### config.mk
export PLATFORM = sky130hd
export DESIGN_NAME = bayes_seq_ctrl
export DESIGN_NICKNAME = d
export VERILOG_FILES = /design/src/rtl/bayes_pkg.sv /design/src/rtl/seq_down_counter.sv /design/src/rtl/bayes_seq_ctrl.sv
export SDC_FILE = /design/constraint.sdc
export NUM_CORES = 1
export LEC_CHECK = 0
export CORE_MARGIN = 10
export CORE_UTILIZATION = 57
export CTS_BUF_LIST = sky130_fd_sc_hd__clkbuf_4 sky130_fd_sc_hd__clkbuf_8
export DETAILED_ROUTE_END_ITERATION = 8
export PLACE_DENSITY = 0.92
export SLEW_MARGIN = 25
export SYNTH_ARGS = -nofsm -noshare
export SYNTH_HDL_FRONTEND = slang
export SYNTH_SLANG_ARGS = --single-unit
### constraint.sdc
create_clock -name clk -period 3.85 [get_ports clk]
set_input_delay 0.77 -clock clk [delete_from_list [all_inputs] [get_ports clk]]
set_output_delay 0.77 -clock clk [all_outputs]
set_load 0.05 [all_outputs]
### src/rtl/bayes_pkg.sv
// bayes_pkg: shared definitions for the Bayesian inference sequencer.
//   - state_t     : controller state encoding
//   - NARRAY_DEF  : default array address width (2**Narray tiles per side)
//   - NWORD_DEF   : default word address width within a tile
//   - LEN_W_DEF   : default width of the inference-length field
package bayes_pkg;

    localparam int NARRAY_DEF = 2;
    localparam int NWORD_DEF  = 6;
    localparam int LEN_W_DEF  = 8;

    typedef enum logic [2:0] {
        ST_IDLE,
        ST_SEED,
        ST_LOAD,
        ST_WAIT_OBS,
        ST_INFER,
        ST_READ,
        ST_DONE
    } state_t;

endpackage

### src/rtl/seq_down_counter.sv
// seq_down_counter: loadable unsigned down-counter with a zero flag.
//   clk, rst_n : clock, asynchronous active-low reset
//   load       : load load_val (wins over dec)
//   load_val   : value loaded on load
//   dec        : decrement by one; holds at zero
//   zero       : count == 0
module seq_down_counter #(
    parameter int W = 4
) (
    input  logic         clk,
    input  logic         rst_n,
    input  logic         load,
    input  logic [W-1:0] load_val,
    input  logic         dec,
    output logic         zero
);

    logic [W-1:0] count;

    always_ff @(posedge clk or negedge rst_n) begin
        if (!rst_n) begin
            count <= '0;
        end else if (load) begin
            count <= load_val;
        end else if (dec && (count != '0)) begin
            count <= count - 1'b1;
        end
    end

    assign zero = (count == '0);

endmodule

### src/rtl/bayes_seq_ctrl.sv
// bayes_seq_ctrl: sequences one inference run of the Bayesian array:
// seed, memory load, one inference burst per observation, array read-out.
//   clk, rst_n         : clock, asynchronous active-low reset
//   start, abort       : begin a run (IDLE only) / cancel the current run
//   cfg_log            : 0 = stochastic, 1 = logarithmic (latched on start)
//   cfg_nobs, cfg_len  : observation count, cycles per stochastic inference
//   obs_valid, obs_adr : observation handshake input and its row address
//   obs_ready          : observation accepted this cycle
//   load_seed, load_mem, inference, read_1, read_8, read_out : datapath strobes
//   stoch_log          : latched mode
//   adr_full_row/col   : array row / column address
//   busy, done         : run in progress / one-cycle completion pulse
//
// state       | meaning
// ------------+-------------------------------------------------
// ST_IDLE     | waiting for start
// ST_SEED     | load_seed pulse
// ST_LOAD     | load_mem pulse
// ST_WAIT_OBS | obs_ready high, waiting for an observation
// ST_INFER    | inference burst for the accepted observation
// ST_READ     | read-out sweep over the tile columns
// ST_DONE     | done pulse
module bayes_seq_ctrl
    import bayes_pkg::*;
#(
    parameter int Narray = NARRAY_DEF,
    parameter int Nword  = NWORD_DEF,
    parameter int N      = Narray + Nword,
    parameter int LEN_W  = LEN_W_DEF
) (
    input  logic             clk,
    input  logic             rst_n,
    input  logic             start,
    input  logic             abort,
    input  logic             cfg_log,
    input  logic [3:0]       cfg_nobs,
    input  logic [LEN_W-1:0] cfg_len,
    input  logic             obs_valid,
    input  logic [N-1:0]     obs_adr,
    output logic             obs_ready,
    output logic             inference,
    output logic             load_seed,
    output logic             read_1,
    output logic             read_8,
    output logic             load_mem,
    output logic             read_out,
    output logic             stoch_log,
    output logic [N-1:0]     adr_full_row,
    output logic [N-1:0]     adr_full_col,
    output logic             busy,
    output logic             done
);

    state_t           state;
    logic [LEN_W-1:0] len_q;
    logic             obs_xfer;
    logic [LEN_W:0]   cyc_init;
    logic             cyc_zero;
    logic             obs_zero;

    // obs_ready is high exactly while in ST_WAIT_OBS
    assign obs_xfer = (state == ST_WAIT_OBS) && obs_valid;

    // The burst lasts cyc_init+1 cycles: max(len,1) stochastic, 1 logarithmic.
    // The extra counter bit keeps the maximum length from wrapping.
    always_comb begin
        cyc_init = '0;
        if (!stoch_log && (len_q != '0)) begin
            cyc_init = {1'b0, len_q} - 1'b1;
        end
    end

    seq_down_counter #(.W(LEN_W + 1)) u_cyc_cnt (
        .clk      (clk),
        .rst_n    (rst_n),
        .load     (obs_xfer),
        .load_val (cyc_init),
        .dec      (state == ST_INFER),
        .zero     (cyc_zero)
    );

    // Decremented as the observation is accepted, so during ST_INFER a zero
    // flag means this burst is the last one.
    seq_down_counter #(.W(4)) u_obs_cnt (
        .clk      (clk),
        .rst_n    (rst_n),
        .load     ((state == ST_IDLE) && start),
        .load_val (cfg_nobs),
        .dec      (obs_xfer),
        .zero     (obs_zero)
    );

    always_ff @(posedge clk or negedge rst_n) begin
        if (!rst_n) begin
            state        <= ST_IDLE;
            len_q        <= '0;
            obs_ready    <= 1'b0;
            inference    <= 1'b0;
            load_seed    <= 1'b0;
            read_1       <= 1'b0;
            read_8       <= 1'b0;
            load_mem     <= 1'b0;
            read_out     <= 1'b0;
            stoch_log    <= 1'b0;
            adr_full_row <= '0;
            adr_full_col <= '0;
            busy         <= 1'b0;
            done         <= 1'b0;
        end else if (abort && (state != ST_IDLE)) begin
            state     <= ST_IDLE;
            obs_ready <= 1'b0;
            inference <= 1'b0;
            load_seed <= 1'b0;
            read_1    <= 1'b0;
            read_8    <= 1'b0;
            load_mem  <= 1'b0;
            read_out  <= 1'b0;
            busy      <= 1'b0;
            done      <= 1'b0;
        end else begin
            unique case (state)
                ST_IDLE: begin
                    if (start) begin
                        stoch_log <= cfg_log;
                        len_q     <= cfg_len;
                        load_seed <= 1'b1;
                        busy      <= 1'b1;
                        state     <= ST_SEED;
                    end
                end
                ST_SEED: begin
                    load_seed <= 1'b0;
                    load_mem  <= 1'b1;
                    state     <= ST_LOAD;
                end
                ST_LOAD: begin
                    load_mem <= 1'b0;
                    if (obs_zero) begin
                        read_out     <= 1'b1;
                        adr_full_col <= '0;
                        state        <= ST_READ;
                    end else begin
                        obs_ready <= 1'b1;
                        state     <= ST_WAIT_OBS;
                    end
                end
                ST_WAIT_OBS: begin
                    if (obs_valid) begin
                        obs_ready    <= 1'b0;
                        adr_full_row <= obs_adr;
                        inference    <= 1'b1;
                        read_1       <= !stoch_log;
                        read_8       <= stoch_log;
                        state        <= ST_INFER;
                    end
                end
                ST_INFER: begin
                    if (cyc_zero) begin
                        inference <= 1'b0;
                        read_1    <= 1'b0;
                        read_8    <= 1'b0;
                        if (obs_zero) begin
                            read_out     <= 1'b1;
                            adr_full_col <= '0;
                            state        <= ST_READ;
                        end else begin
                            obs_ready <= 1'b1;
                            state     <= ST_WAIT_OBS;
                        end
                    end
                end
                ST_READ: begin
                    if (&adr_full_col[N-1:Nword]) begin
                        read_out <= 1'b0;
                        done     <= 1'b1;
                        state    <= ST_DONE;
                    end else begin
                        adr_full_col[N-1:Nword] <= adr_full_col[N-1:Nword] + 1'b1;
                    end
                end
                ST_DONE: begin
                    done  <= 1'b0;
                    busy  <= 1'b0;
                    state <= ST_IDLE;
                end
                default: begin
                    state <= ST_IDLE;
                end
            endcase
        end
    end

endmodule

; ---- Yosys cells after proc, flatten, opt, wreduce, memory -nomap -nowiden
; Index checks and enable logic that the tools add are counted.
[word_totals]
reg_bits = 50
input_bits = 26
output_inout_bits = 26
[op_classes]
n_mux = 47
n_reduce_logical = 37
n_addsub = 4
n_eq_ne = 12
n_bitwise = 1
[ops]
columns = op, n
row1 = 9-bit two-way mux, 3
row2 = 1-bit two-way mux, 21
row3 = 3-bit nonzero test, 7
row4 = 3-bit two-way mux, 6
row5 = 3-bit case mux with 6 select lines, 1
row6 = 3-bit AND reduction, 6
row7 = 8-bit two-way mux, 2
row8 = 1-bit case mux with 2 select lines, 7
row9 = 6-bit case mux with 2 select lines, 1
row10 = 4-bit nonzero test, 3
row11 = 3-bit == test (second input constant), 3
row12 = 9-bit logical NOT, 1
row13 = 9-bit nonzero test, 1
row14 = 8-bit by 1-bit subtractor with 9-bit output (second input constant), 1
row15 = 9-bit by 1-bit subtractor with 9-bit output (second input constant), 1
row16 = 4-bit two-way mux, 2
row17 = 2-bit AND reduction, 4
row18 = 4-bit AND reduction, 2
row19 = 8-bit nonzero test, 1
row20 = 3-bit by 2-bit == test with 1-bit output (second input constant), 2
row21 = 1-bit logical AND, 6
row22 = 3-bit by 2-bit inequality test with 1-bit output (second input constant), 2
row23 = 3-bit inequality test (second input constant), 2
row24 = 1-bit case mux with 3 select lines, 2
row25 = other kinds (11), 14

; ---- Logic depth before layout (Yosys ltp)
[logic_depth]
word_depth = 5
mapped_depth = 7

; ---- Cells and area by module
; A second synthesis with hierarchy kept.
[hier_totals]
hier_cells = 272
hier_area_um2 = 2666.3
[by_module_without_submodules]
columns = mod, area_per_inst_um2, cells_each, instances
row1 = bayes_seq_ctrl, 1771.7, 170, 1
row2 = seq_down_counter (u_cyc_cnt), 624.3, 75, 1
row3 = seq_down_counter (u_obs_cnt), 270.3, 27, 1

; ---- Worst setup path before layout
; No wires, ideal clock.
[synth_timing]
kind = input to register
startpoint = input obs_valid
endpoint = register u_obs_cnt.count[3]
arrival_time_ps = 1827
n_path_buf = 1
path_slack_ps = 1898
path_stages = 6
required_ps = 3725
path_cell_list = and4b_1 > buf_2 > nand2_1 > nor4_1 > xor2_1 > mux2_2
[synth_between]
elab_chain_len = 3
[synth_rtl]
columns = element, line_no
row1 = start: declaration, bayes_seq_ctrl.sv:38  ; input logic obs_valid,
row2 = 1-bit logical AND, bayes_seq_ctrl.sv:62  ; assign obs_xfer = (state == ST_WAIT_OBS) && obs_valid;
row3 = 1-bit logical AND, seq_down_counter.sv:25  ; end else if (dec && (count != '0)) begin
row4 = 2-bit nonzero test (no line), -
row5 = end signal: assignment, seq_down_counter.sv:24  ; count <= load_val;
row6 = end signal: assignment, seq_down_counter.sv:26  ; count <= count - 1'b1;
row7 = end: declaration, seq_down_counter.sv:18  ; logic [W-1:0] count;
; No other way between the ends.
; A chain may end at the register's enable or synchronous reset.

; ---- Final worst setup path
; Same ends and word-level chain as after synthesis.

==> metrics.txt <==
CTS Hold Bufs 0; Net Sw Frac between 40% and 50%; Comb pwr share between 50 and 60%; Slew @ Worst Pin ~0.68 ns; Setup CP Type primary input to register; DR vias between 1500 and 2000; EDFF count, synth 0; Setup Skew around 0.009 ns; sinks on the clock net 44; complex-gate fraction of the synthesized area ~16%; initial antenna violation count 0; Mapped Area 2410 µm²; CTS tree done; GRT Util Overall 15.5%; Sw Pwr roughly 1100 µW; CTS Root Cell clkbuf_8; DRC 0; pwr/cell area between 800 and 900 nW/µm²; Post-Syn Area per Cell 9.96 µm²; DPL Wire Length roughly 4000 µm; largest stage delay on the critical path approximately 0.51 ns; Fillers ~310; postcts setup bufs 0; GR Overflow Total 0; CP max stage cell clkdlybuf4s50_1; GPL Wtd Cong about 0.86; critical path startpoint category primary input; post-synthesis xor/xnor area fraction 2.91%; die height 85.0 µm; TritonRoute pass-1 iters 4; DR WL/cell between 15 and 20 µm; DIE WIDTH around 85 µm; NumNets Final ~310; achievable clock frequency 409 MHz; Max clock buf depth 2; Worst Setup End Kind register; clock-pin slew of the registers on the worst-case setup and hold paths approximately 0.09 ns; first-pass GRT wire length a little over 9000 µm; Primary FF master, synth dfrtp_1; Row Count 23; asr flop ratio synth 100%; outcome finished, final reports clean; Warnings, synthesis 0; DRT antenna net count 0; CP top delay family simple AND/OR/NAND/NOR gates; share of layout cells above drive strength 1 a little under an eighth; crit path max fanout 11; port bufs 45; 1st-iter DRT viols ~130; synth-to-layout area growth 21.8%; Mapped Cells between 200 and 250; FF+latch area about 1100 µm²; simple-gate share of the synthesized area around 18%; vias in the first global route between 1500 and 2000; die area 7230 µm²; critical path, cell by cell clkdlybuf4s50_1 > and4b_1 > nand2_1 > nor4_1 > xor2_1 > mux2_2; CTS buffer count 5; post-synthesis register bit count 44; Reg2Reg Setup Slack roughly 1.6 ns; adder-cell share of the synthesized area 2.49%; core footprint roughly 4100 µm²; RSZ-0062 raised after global routing false; largest family of logic cells by synthesized area simple AND/OR/NAND/NOR gates; area of the multi-input gates approximately 1200 µm²; max-slew violations 0; final hold slack between 0.4 and 0.5 ns; P_int 1310 µW; critical path required time 4.05 ns; worst-skew pair later-pin latency between 0.3 and 0.4 ns; Initial Utilization between 50% and 60%; vias per inst just under 6; largest net degree at the start of global routing between 40 and 50; Min-Delay Path Class primary input to asynchronous set/reset pin; synth unique cells 53; Fin. Hold Viols 0; crit share post-route a little under two thirds; crit path DAT between 2 and 3 ns; Final Critical Period 2.44 ns; H-tree depth 2; LEAKAGE about 0.0012 µW; Clock power frac between 10% and 20%; Final Setup Violations 0; MaxCap Viol Count 0; post-synthesis mux area share 8.77%; peak supply drop 0.000620 V; Slew Limit Headroom a little over half; Top Ports 52; ANT cells 0; Seq/Total Area, Yosys a little under half; Final TNS setup 0 ns; sequential group share of total power 37.1%; Resize count post-CTS 0; drt total wl roughly 5600 µm; WP buf/inv 1
==> kinds of logic after synthesis <==
family / Yosys count
AND/OR/NAND/NOR: 76
flip-flops: 44
multiplexers: 19
other: 1
XOR/XNOR: 8
AO/OA/AOI/OAI: 59
buffers and inverters: 30
adder cells (fa/ha/maj): 5
==> power by group through the flow <==
stage               sequential (µW)  combinational [µW]  clock, µW
detailed placement              914                1250          0
finish                          912                1250        293
CTS                             905                1260        298
global placement                896                1220          0
floorplan                      1140                 651          0
global route                    947                1360        318
==> path summary, 6_finish.rpt <==
path                                  from  cells after the start            endpoint
setup / recovery                 obs_valid                      6  u_obs_cnt.count[3]
hold / removal                       rst_n                      1     adr_full_col[6]
setup reg to reg                  state[1]                      5  u_obs_cnt.count[3]
hold reg to reg            adr_full_row[4]                      1     adr_full_row[4]
max in group asynchronous            rst_n                      1  u_cyc_cnt.count[4]
min in group clk           adr_full_row[4]                      1     adr_full_row[4]
==> state kept, by name, indices dropped and copies added (netlist names) <==
signal           flops
read_1               1
u_cyc_cnt.count      9
load_mem             1
state                3
adr_full_col         2
done                 1
read_out             1
obs_ready            1
u_obs_cnt.count      4
adr_full_row         8
inference            1
read_8               1
len_q                8
busy                 1
stoch_log            1
load_seed            1
==> layout by cell type (no fill, tap or decap), types with 3 or more instances in the layout <==
master           synthesis  final
inv_1                   14     14
conb_1                   1      6
clkdlybuf4s50_1          0     44
ha_1                     4      4
a31oi_1                  7      7
nor2_1                  14     14
nand2b_1                 3      3
nor4_1                   3      3
xnor2_1                  6      6
nand2_1                 21     21
o21ai_0                 13     13
nand3_1                  5      5
nor2b_1                  5      5
nor3_1                   8      8
clkbuf_8                 0      5
dfrtp_1                 44     44
mux2_2                  17     17
nor3b_1                  3      3
o22a_1                   3      3
a21oi_1                  8      8
o22ai_1                  8      8
==> area by class of cell <==
class | instances | area share [%]
Clock inverter | 3 | 0.639
Timing Repair Buffer | 45 | 15.2
Sequential cell | 44 | 37.5
Tap cell | 50 | 2.13
Clock buffer | 5 | 2.34
Multi-Input combinational cell | 173 | 40.4
Inverter | 14 | 1.79
==> through the flow <==
step	worst slack [ns]	util, %	std cells	total power [µW]	instance area (µm²)
after floorplan	1.90	-	247	1790	2430
after global placement	1.17	70.2	326	2110	2850
after detailed placement	1.08	70.2	326	2160	2850
after CTS	1.41	72.3	334	2460	2940
after global routing	1.22	72.4	334	2620	2940
final	1.41	72.4	334	2460	2940
==> Yosys cell counts (3+ instances only) <==
master	count	area, µm²
nor2b_1	5	31.3
a31oi_1	7	43.8
o21ai_0	13	65.1
buf_4	7	52.6
o22ai_1	8	50.1
clkbuf_1	5	18.8
nand2b_1	3	18.8
mux2_2	17	191
buf_2	3	15.0
o22a_1	3	26.3
nand3_1	5	25.0
xnor2_1	6	52.6
nor4_1	3	18.8
inv_1	14	52.6
nand2_1	21	78.8
nor3_1	8	40.0
ha_1	4	50.1
dfrtp_1	44	1100
nor2_1	14	52.6
a21oi_1	8	40.0
nor3b_1	3	22.5
==> worst register-to-register path: stages (launching register included) <==
cell and delay (ns):
dfrtp_1 0.73, and4b_1 0.56, nand2_1 0.20, nor4_1 0.30, xor2_1 0.11, mux2_2 0.27
==> metal layers <==
metal  global-route usage [%]  vias to the layer above  wire, µm
met1                     18.1                      948      2440
li1                         -                      947         -
met4                     6.29                        0       110
met5                        0                        -         0
met2                     26.3                       55      2750
met3                     4.11                        9       314
Note: power is estimated with default switching activity, not from simulation.
